File: config.mk
export PLATFORM = sky130hd
export DESIGN_NAME = ball_draw_control
export DESIGN_NICKNAME = d
export VERILOG_FILES = /design/src/rtl/pong_pkg.sv /design/src/rtl/op_watchdog.sv /design/src/rtl/ball_draw_control.sv
export SDC_FILE = /design/constraint.sdc
export NUM_CORES = 1
export LEC_CHECK = 0
export CAP_MARGIN = 30
export CORE_UTILIZATION = 59
export DETAILED_ROUTE_END_ITERATION = 10
export GPL_TIMING_DRIVEN = 1
export PLACE_DENSITY = 0.93
export SLEW_MARGIN = 20
export SYNTH_ARGS = -nofsm -noshare
export SYNTH_HDL_FRONTEND = slang
export SYNTH_SLANG_ARGS = --single-unit
File: constraint.sdc
create_clock -name clk -period 3.6 [get_ports clk]
set_input_delay 0.54 -clock clk [delete_from_list [all_inputs] [get_ports clk]]
set_output_delay 0.54 -clock clk [all_outputs]
set_load 0.02 [all_outputs]
File: src/rtl/pong_pkg.sv
// rtl/pong_pkg.sv - shared state encoding and timing defaults for the pong ball datapath
// Purpose: 3-bit state codes for ball_draw_control plus default serve delay
//          and render watchdog limit.
// Ports:   none (package).
package pong_pkg;

  localparam int unsigned SERVE_FRAMES_DEF = 30;
  localparam int unsigned WATCHDOG_DEF     = 524288;

  localparam logic [2:0] ST_INIT_BLACK  = 3'd0;
  localparam logic [2:0] ST_WAIT_FRAME  = 3'd1;
  localparam logic [2:0] ST_CLEAR       = 3'd2;
  localparam logic [2:0] ST_DRAW        = 3'd3;
  localparam logic [2:0] ST_SCORE_BLACK = 3'd4;
  localparam logic [2:0] ST_SERVE_WAIT  = 3'd5;

  typedef enum logic [2:0] {
    S_INIT_BLACK  = ST_INIT_BLACK,
    S_WAIT_FRAME  = ST_WAIT_FRAME,
    S_CLEAR       = ST_CLEAR,
    S_DRAW        = ST_DRAW,
    S_SCORE_BLACK = ST_SCORE_BLACK,
    S_SERVE_WAIT  = ST_SERVE_WAIT
  } state_e;

endpackage

File: src/rtl/op_watchdog.sv
// rtl/op_watchdog.sv - cycle watchdog for render operations
// Purpose: counts enabled cycles and flags expiry on the limit-th one.
// Ports:   clk, resetn     - clock, synchronous active-low reset
//          clear_i         - zero the count at the next edge
//          count_en_i      - count this cycle
//          limit_i [W]     - number of cycles allowed
//          expired_o       - high during the limit-th counted cycle
module op_watchdog #(
  parameter int unsigned W = 20
) (
  input  logic         clk,
  input  logic         resetn,
  input  logic         clear_i,
  input  logic         count_en_i,
  input  logic [W-1:0] limit_i,
  output logic         expired_o
);

  logic [W-1:0] count_q;

  // count_q holds the number of cycles already spent, so the current cycle
  // is the limit-th one when count_q reaches limit-1.
  assign expired_o = count_en_i && (count_q == (limit_i - W'(1)));

  always_ff @(posedge clk) begin
    if (!resetn || clear_i) begin
      count_q <= '0;
    end else if (count_en_i) begin
      count_q <= count_q + W'(1);
    end
  end

endmodule

File: src/rtl/ball_draw_control.sv
// rtl/ball_draw_control.sv - frame sequencer for ball erase/draw, scoring and serve
// Purpose: sequences renderer requests per frame, handles score blackout and
//          serve delay, counts dropped frames and aborts stuck render operations.
// Ports:   clk, resetn                         - clock, synchronous active-low reset
//          enable                              - play enable (low pauses)
//          frameTick                           - one-cycle frame strobe
//          lhs_scored, rhs_scored              - score levels
//          done_clearOld/drawNew/blackScreen   - renderer completion strobes
//          clear_old, draw_new, black_screen   - renderer request levels
//          phys_enable                         - ball physics enable
//          lhs_point, rhs_point                - scoreboard increment pulses
//          fault                               - watchdog abort pulse
//          overrun_cnt [CNT_W]                 - saturating dropped-frame count
module ball_draw_control
  import pong_pkg::*;
#(
  parameter int unsigned SERVE_FRAMES = SERVE_FRAMES_DEF,
  parameter int unsigned WATCHDOG     = WATCHDOG_DEF,
  parameter int unsigned CNT_W        = 8
) (
  input  logic             clk,
  input  logic             resetn,
  input  logic             enable,
  input  logic             frameTick,
  input  logic             lhs_scored,
  input  logic             rhs_scored,
  input  logic             done_clearOld,
  input  logic             done_drawNew,
  input  logic             done_blackScreen,
  output logic             clear_old,
  output logic             draw_new,
  output logic             black_screen,
  output logic             phys_enable,
  output logic             lhs_point,
  output logic             rhs_point,
  output logic             fault,
  output logic [CNT_W-1:0] overrun_cnt
);

  localparam int unsigned WD_W = $clog2(WATCHDOG + 1);
  localparam int unsigned SV_W = $clog2(SERVE_FRAMES + 1);

  state_e           state_q, state_d;
  logic             pending_q, pending_d;
  logic [SV_W-1:0]  serve_q, serve_d;
  logic [CNT_W-1:0] overrun_q, overrun_d;
  logic             lhs_pt_q, lhs_pt_d;
  logic             rhs_pt_q, rhs_pt_d;
  logic             watched;
  logic             wd_expired;
  logic             wd_clear;

  assign watched = (state_q == S_CLEAR) || (state_q == S_DRAW) ||
                   (state_q == S_INIT_BLACK) || (state_q == S_SCORE_BLACK);

  // An abort back into S_INIT_BLACK from S_INIT_BLACK is not a state change,
  // so expiry clears the count explicitly.
  assign wd_clear = (state_d != state_q) || wd_expired;

  op_watchdog #(
    .W(WD_W)
  ) u_watchdog (
    .clk       (clk),
    .resetn    (resetn),
    .clear_i   (wd_clear),
    .count_en_i(watched),
    .limit_i   (WD_W'(WATCHDOG)),
    .expired_o (wd_expired)
  );

  always_comb begin
    state_d   = state_q;
    pending_d = pending_q;
    overrun_d = overrun_q;
    serve_d   = (state_q == S_SERVE_WAIT) ? serve_q : '0;
    lhs_pt_d  = 1'b0;
    rhs_pt_d  = 1'b0;

    // A tick that arrives while rendering is deferred once; further ones are dropped.
    if ((state_q == S_CLEAR || state_q == S_DRAW) && frameTick) begin
      if (pending_q) begin
        if (overrun_q != '1) overrun_d = overrun_q + CNT_W'(1);
      end else begin
        pending_d = 1'b1;
      end
    end

    case (state_q)
      S_INIT_BLACK:  if (done_blackScreen) state_d = S_WAIT_FRAME;
      S_WAIT_FRAME: begin
        if (enable) begin
          if (lhs_scored || rhs_scored) begin
            state_d   = S_SCORE_BLACK;
            pending_d = 1'b0;
            lhs_pt_d  = lhs_scored;
            rhs_pt_d  = !lhs_scored;
          end else if (frameTick || pending_q) begin
            state_d   = S_CLEAR;
            pending_d = 1'b0;
          end
        end
      end
      S_CLEAR:       if (done_clearOld)    state_d = S_DRAW;
      S_DRAW:        if (done_drawNew)     state_d = S_WAIT_FRAME;
      S_SCORE_BLACK: if (done_blackScreen) state_d = S_SERVE_WAIT;
      S_SERVE_WAIT: begin
        if (frameTick) begin
          if (serve_q == SV_W'(SERVE_FRAMES - 1)) state_d = S_WAIT_FRAME;
          else serve_d = serve_q + SV_W'(1);
        end
      end
      default:       state_d = S_INIT_BLACK;
    endcase

    if (wd_expired) begin
      state_d   = S_INIT_BLACK;
      pending_d = 1'b0;
    end
  end

  always_ff @(posedge clk) begin
    if (!resetn) begin
      state_q   <= S_INIT_BLACK;
      pending_q <= 1'b0;
      serve_q   <= '0;
      overrun_q <= '0;
      lhs_pt_q  <= 1'b0;
      rhs_pt_q  <= 1'b0;
    end else begin
      state_q   <= state_d;
      pending_q <= pending_d;
      serve_q   <= serve_d;
      overrun_q <= overrun_d;
      lhs_pt_q  <= lhs_pt_d;
      rhs_pt_q  <= rhs_pt_d;
    end
  end

  // Everything except the counter is forced low while reset is held.
  assign black_screen = resetn && (state_q == S_INIT_BLACK || state_q == S_SCORE_BLACK);
  assign clear_old    = resetn && (state_q == S_CLEAR);
  assign draw_new     = resetn && (state_q == S_DRAW);
  assign phys_enable  = resetn && ((state_q == S_WAIT_FRAME && enable) ||
                                   state_q == S_SCORE_BLACK);
  assign lhs_point    = resetn && lhs_pt_q;
  assign rhs_point    = resetn && rhs_pt_q;
  assign fault        = resetn && wd_expired;
  assign overrun_cnt  = overrun_q;

endmodule

## After elaboration in Yosys (flattened, before gate mapping)

Index checks and enable logic that the tools add are counted.

- Input bits: 9
- Register bits after elaboration: 39
- Logic and storage cells: 65

- Bitwise operators: 1
- Reduce and logical (&&, ||, !) cells: 25
- Muxes and demuxes: 20
- Equal/unequal tests: 9
- Add/sub/neg operators: 3

Operators with widths:

| kind | count |
|---|---|
| $mux 3 | 10 |
| $add 20x1->20 const B | 1 |
| $eq 20x19->1 const B | 1 |
| $mux 5 | 4 |
| $pmux 3 s6 | 1 |
| $logic_and 1x1->1 | 10 |
| $logic_or 1x1->1 | 9 |
| $add 8x1->8 const B | 1 |
| $ne 8x8->1 const B | 1 |
| $eq 3x2->1 const B | 2 |
| $eq 3x3->1 const B | 2 |
| $add 5x1->5 const B | 1 |
| $eq 5x5->1 const B | 1 |
| $mux 1 | 5 |
| $reduce_and 4->1 | 1 |
| $eq 3x1->1 const B | 1 |
| $logic_not 3->1 | 1 |
| $ne 3x3->1 | 1 |
| $reduce_and 3->1 | 1 |
| $logic_not 1->1 | 2 |
| $reduce_or 2->1 | 1 |
| $not 1->1 | 1 |

## Depth between registers and ports, before layout

Gate-level depths: netlist (run 1).

- Depth in word-level cells: 9
- Gate-level depth with buffers: 8
- Depth with buffers taken out: 7

## Hierarchy

Synthesis (run 1) repeated with hierarchy kept, for this count alone.

- Cell total of the unflattened synthesis: 332
- Area, all modules: 2622.5 um^2

Modules (own cells, without submodules):

| module | seq. area each (um^2) | area each (um^2) | cells each | instances |
|---|---|---|---|---|
| op_watchdog | 400.4 | 1601.5 | 205 | 1 |
| ball_draw_control | 380.4 | 1021.0 | 127 | 1 |

## Worst setup path before layout (run 1)

Ideal clock, no wire load.

- Path kind: flip-flop to output port
- Start: register state_q[0]
- End: output fault
- Data arrival time: 1.582 ns
- Data required time: 3.060 ns
- Stages on the path, launching flop included: 6
- Setup slack: 1.478 ns
- Cell sequence: dfxtp_1 -> buf_6 -> mux2_4 -> nor4_4 -> and3_1 -> and2_1

- Longest elaborated chain between the ends: 6
- Elaborated cells between the ends (all ways): 9

RTL lines:

| item | line | source |
|---|---|---|
| start, declared | ball_draw_control.sv:43 | `state_e state_q, state_d;` |
| start signal, assigned | ball_draw_control.sv:130 | `state_q <= state_d;` |
| $eq 3x2->1 | ball_draw_control.sv:53 | `assign watched = (state_q == S_CLEAR) \|\| (state_q == S_DRAW) \|\|` |
| $logic_or 1x1->1 (2 in series) | ball_draw_control.sv:53 |  |
| $logic_or 1x1->1 * | ball_draw_control.sv:54 | `(state_q == S_INIT_BLACK) \|\| (state_q == S_SCORE_BLACK);` |
| $logic_and 1x1->1 * | op_watchdog.sv:23 | `assign expired_o = count_en_i && (count_q == (limit_i - W'(1)));` |
| $logic_and 1x1->1 * | ball_draw_control.sv:147 | `assign fault = resetn && wd_expired;` |
| end, declared | ball_draw_control.sv:36 | `output logic fault,` |

Every way passes the cells marked *; elsewhere a longest branch is shown, timed or not.

## Final worst setup path (run 1)

- Start: register state_q[1]
- End: output fault

The elaborated chain is that of the path after synthesis.

==> results.ini, run 1 <==
[route]
vias_per_cell=5.29
drc=0
dr.pass1.iters=6
routed_wl_um=3640
drt-wirelength-per-cell_um=12.2
final_antenna_net_count=0
vias=1575
drt_iter0_markers=93

[die]
fp.dieH_um=59.6
initial_utilization_pct=63.1
rows=20
io_pins=24
core_um2=3100
die_x_um=59.6
die_area_um2=3550

[clocking]
clkSinkCount=39
cts_buffers=5
cts_resized=0
cts_buffer_depth=2
cts_setup_buffers=0
clk_latency_ns=0.36
clkTransAtPathRegs_ns=0.11
cts_tree=built
holdBufCountCts=0
htreeDepth=2
clockRootBuffer=clkbuf_4

[synthesis]
synth-edff-count=0
avgSynthCellArea_um2=8.59
syn_inst=228
synth_cell_types=40
syn_area_um2=1960
ys.warnings.count=0
synth.net_count=241
synthArstFlopShare_pct=0
ys_seq_elements=39
synth-main-ff-cell=dfxtp_1
synth_seq_area_share_pct=39.9

[timing]
tns_ns=0
rsz0062_at_grt=false
period_minus_slack_ns=3.36
fin_ws_ns=0.242
hold_ws_ns=0.492
timing.final.crit_share_pct=93.3
setup_viol_count_final=0
fmax_mhz=298
fin_worst_skew_ns=0.00997
worst_pin_slew_ns=0.548
final_max_slew_viol_count=0
hold_viol_final=0
relSlewSlack_pct=63.1

[power]
swShare_pct=24.2
power.share.sequential_pct=57.4
combPwrFrac_pct=9.5
internal_power_uw=582
powerDensity_nw_per_um2=337
ir_drop_mv=0.304
p_leak_uw=0.000824
switchingPower_uw=186
total_power_uw=769
clkPwrFrac_pct=33.1

[worst_hold_path]
hold_path.class=reg -> reg
hold-path-cell-count=2

[finish]
layout_commonest_cell=nor2_1
fin_nets=266
layout_common_cells=nor2_1 (41), dfxtp_1 (39), clkdlybuf4s50_1 (23), xor2_1 (20), nand2_1 (15)
diodes=0
stdcell_count=298
area_growth_pct=16.5
drive_gt1_share_pct=6.69

[global_route]
antenna_found_initial=0
grt_max_degree=19
grt_pass1_wl_um=6070
grt_pass1_vias=1447
grt-ovfl-total=0
grt_use_total_pct=23.3

[critical_path]
critPathRequiredTime_ns=3.06
rr_worst_depth=5
arrival_ns=2.82
critPathKind=reg -> out
worstPathMaxFanout=14
cp-end-kind=output pin
critPathLaunchType=register

[placed_design]
io_buffers=23
place_congestion=0.816
pre_cts_ws_ns=0.646
hpwl_um=2600
place_inst=290

[status]
status=finished clean

[job]
maxCapViolCount=0

-- state kept, by name, indices dropped and copies added, names as in the netlist --
signal,count
lhs_pt_q,1
overrun_cnt,8
pending_q,1
rhs_pt_q,1
serve_q,5
state_q,3
u_watchdog.count_q,20
-- final cells by class --
cell class                      count  area (um2)
Multi-Input combinational cell    176        1110
Fill cell                         248         821
Sequential cell                    39         781
Timing Repair Buffer               24         238
Clock buffer                        8        68.8
Tap cell                           44        55.1
Inverter                            7        26.3
-- worst paths after layout --
path,from,to,slack (ns)
worst max register to register,state_q[1],u_watchdog.count_q[5],1.36
worst max-delay path,state_q[1],fault,0.24
worst min register to register,u_watchdog.count_q[1],u_watchdog.count_q[1],0.49
worst min-delay path,u_watchdog.count_q[1],u_watchdog.count_q[1],0.49
-- Yosys cell counts, types with 3 or more instances --
cell       n  area share, %
dfxtp_1   39             40
and2_1     9            2.9
nand2b_1   5            1.6
nor2b_1    5            1.6
a21oi_1    8            2.0
inv_1      7            1.3
ha_1       4            2.6
clkbuf_1   4           0.77
and3_1     4            1.3
nor3_1     6            1.5
mux2i_1    3            1.5
xnor2_1    8            3.6
nand2_1   15            2.9
nor2_1    41            7.9
nand3_1   11            2.8
nand4_1   10            3.2
xor2_1    20            8.9
-- logic make-up after synthesis --
family	count (synthesis)	synth area share, %
compound gates	19	6.71
xor+xnor	28	12.5
fa+ha+maj	4	2.56
buf+inv	13	3.26
flops	39	39.9
mux	5	2.88
simple gates	120	32.2
-- power by group through the flow --
| stage | Sequential, uW | Combinational (uW) | Clock, uW |
|---|---|---|---|
| final | 441 | 73.0 | 254 |
| after global routing | 442 | 79.0 | 278 |
| after CTS | 441 | 72.8 | 263 |
| after detailed placement | 451 | 72.2 | 0 |
| after global placement | 451 | 70.4 | 0 |
| after floorplan | 448 | 51.9 | 0 |
-- through the flow --
| step | utilization, % | cell area, um2 |
|---|---|---|
| after floorplan | - | 1960 |
| after global placement | 71.3 | 2210 |
| after detailed placement | 71.3 | 2210 |
| after CTS | 73.5 | 2280 |
| after global routing | 73.5 | 2280 |
| final | 73.5 | 2280 |
-- per-layer routing --
metal  vias to the layer above  global-route usage, %  share of wire, %
li1                        828                      -                 -
met1                       690                   28.8                48
met2                        48                   37.4                44
met3                         9                   5.24               5.2
met4                         0                   13.3               2.5
met5                         -                      0                 0
-- critical path, cell delays in order, from the launching register on --
cell and delay [ns]:
dfxtp_1 0.60, mux2_4 0.38, nor4_4 0.44, and3_1 0.30, and2_1 0.14, clkdlybuf4s50_1 0.59
No activity file was read; power rests on OpenSTA's default activity.
==> run 2, diff against run 1 <==
--- a/config.mk
+++ b/config.mk
@@ -6,6 +6,7 @@
 export NUM_CORES = 1
 export LEC_CHECK = 0
 export CAP_MARGIN = 30
+export CORE_ASPECT_RATIO = 1.5
 export CORE_UTILIZATION = 59
 export DETAILED_ROUTE_END_ITERATION = 10
 export GPL_TIMING_DRIVEN = 1
==> run 2 against run 1 <==
Core utilization decreased by 1.1 points. First-iteration DRC count decreased by 46%. Sequential power increased by 1%. Die area increased by 0.13%. Final cell count decreased by 2.0%. Clock power increased by 17%. Largest cell class unchanged. Highest routed layer unchanged.
==> results.ini, run 2 (synthesized netlist as in run 1, its figures left out) <==
[critical_path]
cp_cell_sequence=mux2_4 > nor4_4 > and3_1 > and2_1 > clkdlybuf4s50_1
rr_worst_depth=5  ; unchanged
critPathKind=reg -> out
critPathSlowestCell=clkdlybuf4s50_1
arrival_ns=2.73  ; -0.09 ns
max_stage_delay_ns=0.60  ; about the same
cp-end-kind=output pin
startpoint=state_q[1]
worstPathMaxFanout=14  ; unchanged
reg2reg_from=state_q[1]
critPathLaunchType=register
critPathRequiredTime_ns=3.06  ; about the same

[die]
initial_utilization_pct=62.0  ; -1.1 points
die_x_um=49.0  ; -18%
die_area_um2=3560  ; +0.13%
core_um2=3160  ; +1.8%
io_pins=24  ; unchanged
rows=25  ; +25%
fp.dieH_um=72.6  ; +22%

[global_route]
antenna_found_initial=0  ; unchanged
grt_pass1_wl_um=6380  ; +5.2%
grt_max_degree=20  ; +1
grt-ovfl-total=0  ; unchanged
grt_pass1_vias=1539  ; +6.4%
grt_use_total_pct=23.7  ; +0.40 points

[timing]
setup_viol_count_final=0  ; unchanged
final_max_slew_viol_count=0  ; unchanged
fmax_mhz=306  ; +2.6%
tns_ns=0  ; unchanged
timing.final.crit_share_pct=90.9  ; -2.4 points
hold_viol_final=0  ; unchanged
worst_pin_slew_ns=0.592  ; +0.0440 ns
period_minus_slack_ns=3.27  ; -0.0863 ns
hold_ws_ns=0.501  ; +0.00928 ns
fin_worst_skew_ns=0.00245  ; -0.00752 ns
rsz0062_at_grt=false
relSlewSlack_pct=60.4  ; -2.7 points

[finish]
fin_nets=265  ; -0.38%
area_growth_pct=16.9
layout_commonest_cell=nor2_1
layout_common_cells=nor2_1 (41), dfxtp_1 (39), clkdlybuf4s50_1 (23), xor2_1 (20), nand2_1 (15)
regMostFlops=u_watchdog.count_q
diodes=0  ; unchanged
drive_gt1_share_pct=6.35  ; -0.34 points
largest_reg_flops=20  ; unchanged
final_util_pct=72.4  ; -1.1 points

[clocking]
clk_latency_ns=0.29  ; -0.07 ns
cts_setup_buffers=0  ; unchanged
cts_buffers=5  ; unchanged
clockRootBuffer=clkbuf_8
clkTransAtPathRegs_ns=0.07  ; -0.04 ns
clkSinkCount=39  ; unchanged
holdBufCountCts=0  ; unchanged
cts_tree=built
cts_resized=0  ; unchanged
cts_buffer_depth=2  ; unchanged
htreeDepth=2  ; unchanged

[worst_hold_path]
hold-path-cell-count=2  ; unchanged
hold_path.class=reg -> reg
hold_start=u_watchdog.count_q[1]

[placed_design]
hpwl_um=2730  ; +4.9%
io_buffers=23  ; unchanged
place_congestion=0.835  ; +2.3%

[route]
vias_per_cell=5.46  ; +3.2%
drt-wirelength-per-cell_um=12.9  ; +5.7%
drt_iter0_markers=50  ; -46%
routed_wl_um=3770  ; +3.5%
dr.pass1.iters=4  ; -2
drc=0  ; unchanged
final_antenna_net_count=0  ; unchanged
vias=1593  ; +1.1%

[status]
status=finished clean

[job]
maxCapViolCount=0  ; unchanged

[power]
p_leak_uw=0.000827  ; +0.41%
ir_drop_mv=0.277  ; -8.9%
powerDensity_nw_per_um2=353  ; +4.9%

==> run 2: where the power goes <==
| group | internal (uW) | switching (uW) | total [uW] | leakage (uW) |
|---|---|---|---|---|
| logic | 30.3 | 36.4 | 66.7 | 0.000466 |
| registers | 436 | 9.96 | 446 | 0.000315 |
| clock network | 150 | 146 | 296 | 0.0000470 |
| total | 616 | 192 | 808 | 0.000827 |
==> run 2: layout make-up <==
type | instances | area (um2)
clock inverters | 1 | 5.00
inverters | 7 | 26.3
flip-flops and latches | 39 | 781
well taps | 40 | 50.0
fillers | 249 | 871
clock buffers | 6 | 82.6
multi-input cells | 176 | 1110
repair buffers | 23 | 230
==> run 2: worst paths after layout <==
kind | endpoint | slack (ns)
worst max-delay path | fault | 0.33
worst min-delay path | u_watchdog.count_q[1] | 0.50
worst max register to register | u_watchdog.count_q[16] | 1.43
worst min register to register | u_watchdog.count_q[1] | 0.50
==> run 2: layer usage <==
layer	track usage (%)	vias up	share of wire, %
met1	25.4	734	40
li1	-	817	-
met3	5.66	8	3.8
met2	43.1	34	54
met4	12.1	0	2.1
met5	0	-	0
==> run 2: through the flow <==
step	instances	area [um2]	worst slack (ns)	total power [uW]
6_report	292	2290	0.329	808
5_1_grt	292	2290	0.159	836
4_1_cts	292	2290	0.300	814
3_5_place_dp	285	2200	0.626	521
3_3_place_gp	285	2200	0.683	520
2_1_floorplan	228	1960	1.48	500
==> run 2: worst max-delay path: cells and delay by family (launching register included) <==
| kind | cells | cell delay [ns] |
|---|---|---|
| flops | 1 | 0.59 |
| mux | 1 | 0.38 |
| buf+inv | 1 | 0.60 |
| simple gates | 3 | 0.87 |
==> run 3, diff against run 2 <==
--- a/config.mk
+++ b/config.mk
@@ -15,3 +15,4 @@
 export SYNTH_ARGS = -nofsm -noshare
 export SYNTH_HDL_FRONTEND = slang
 export SYNTH_SLANG_ARGS = --single-unit
+export TNS_END_PERCENT = 20
==> results of run 3 <==
No change in the layout: final DEF, timing and power equal those of run 2.
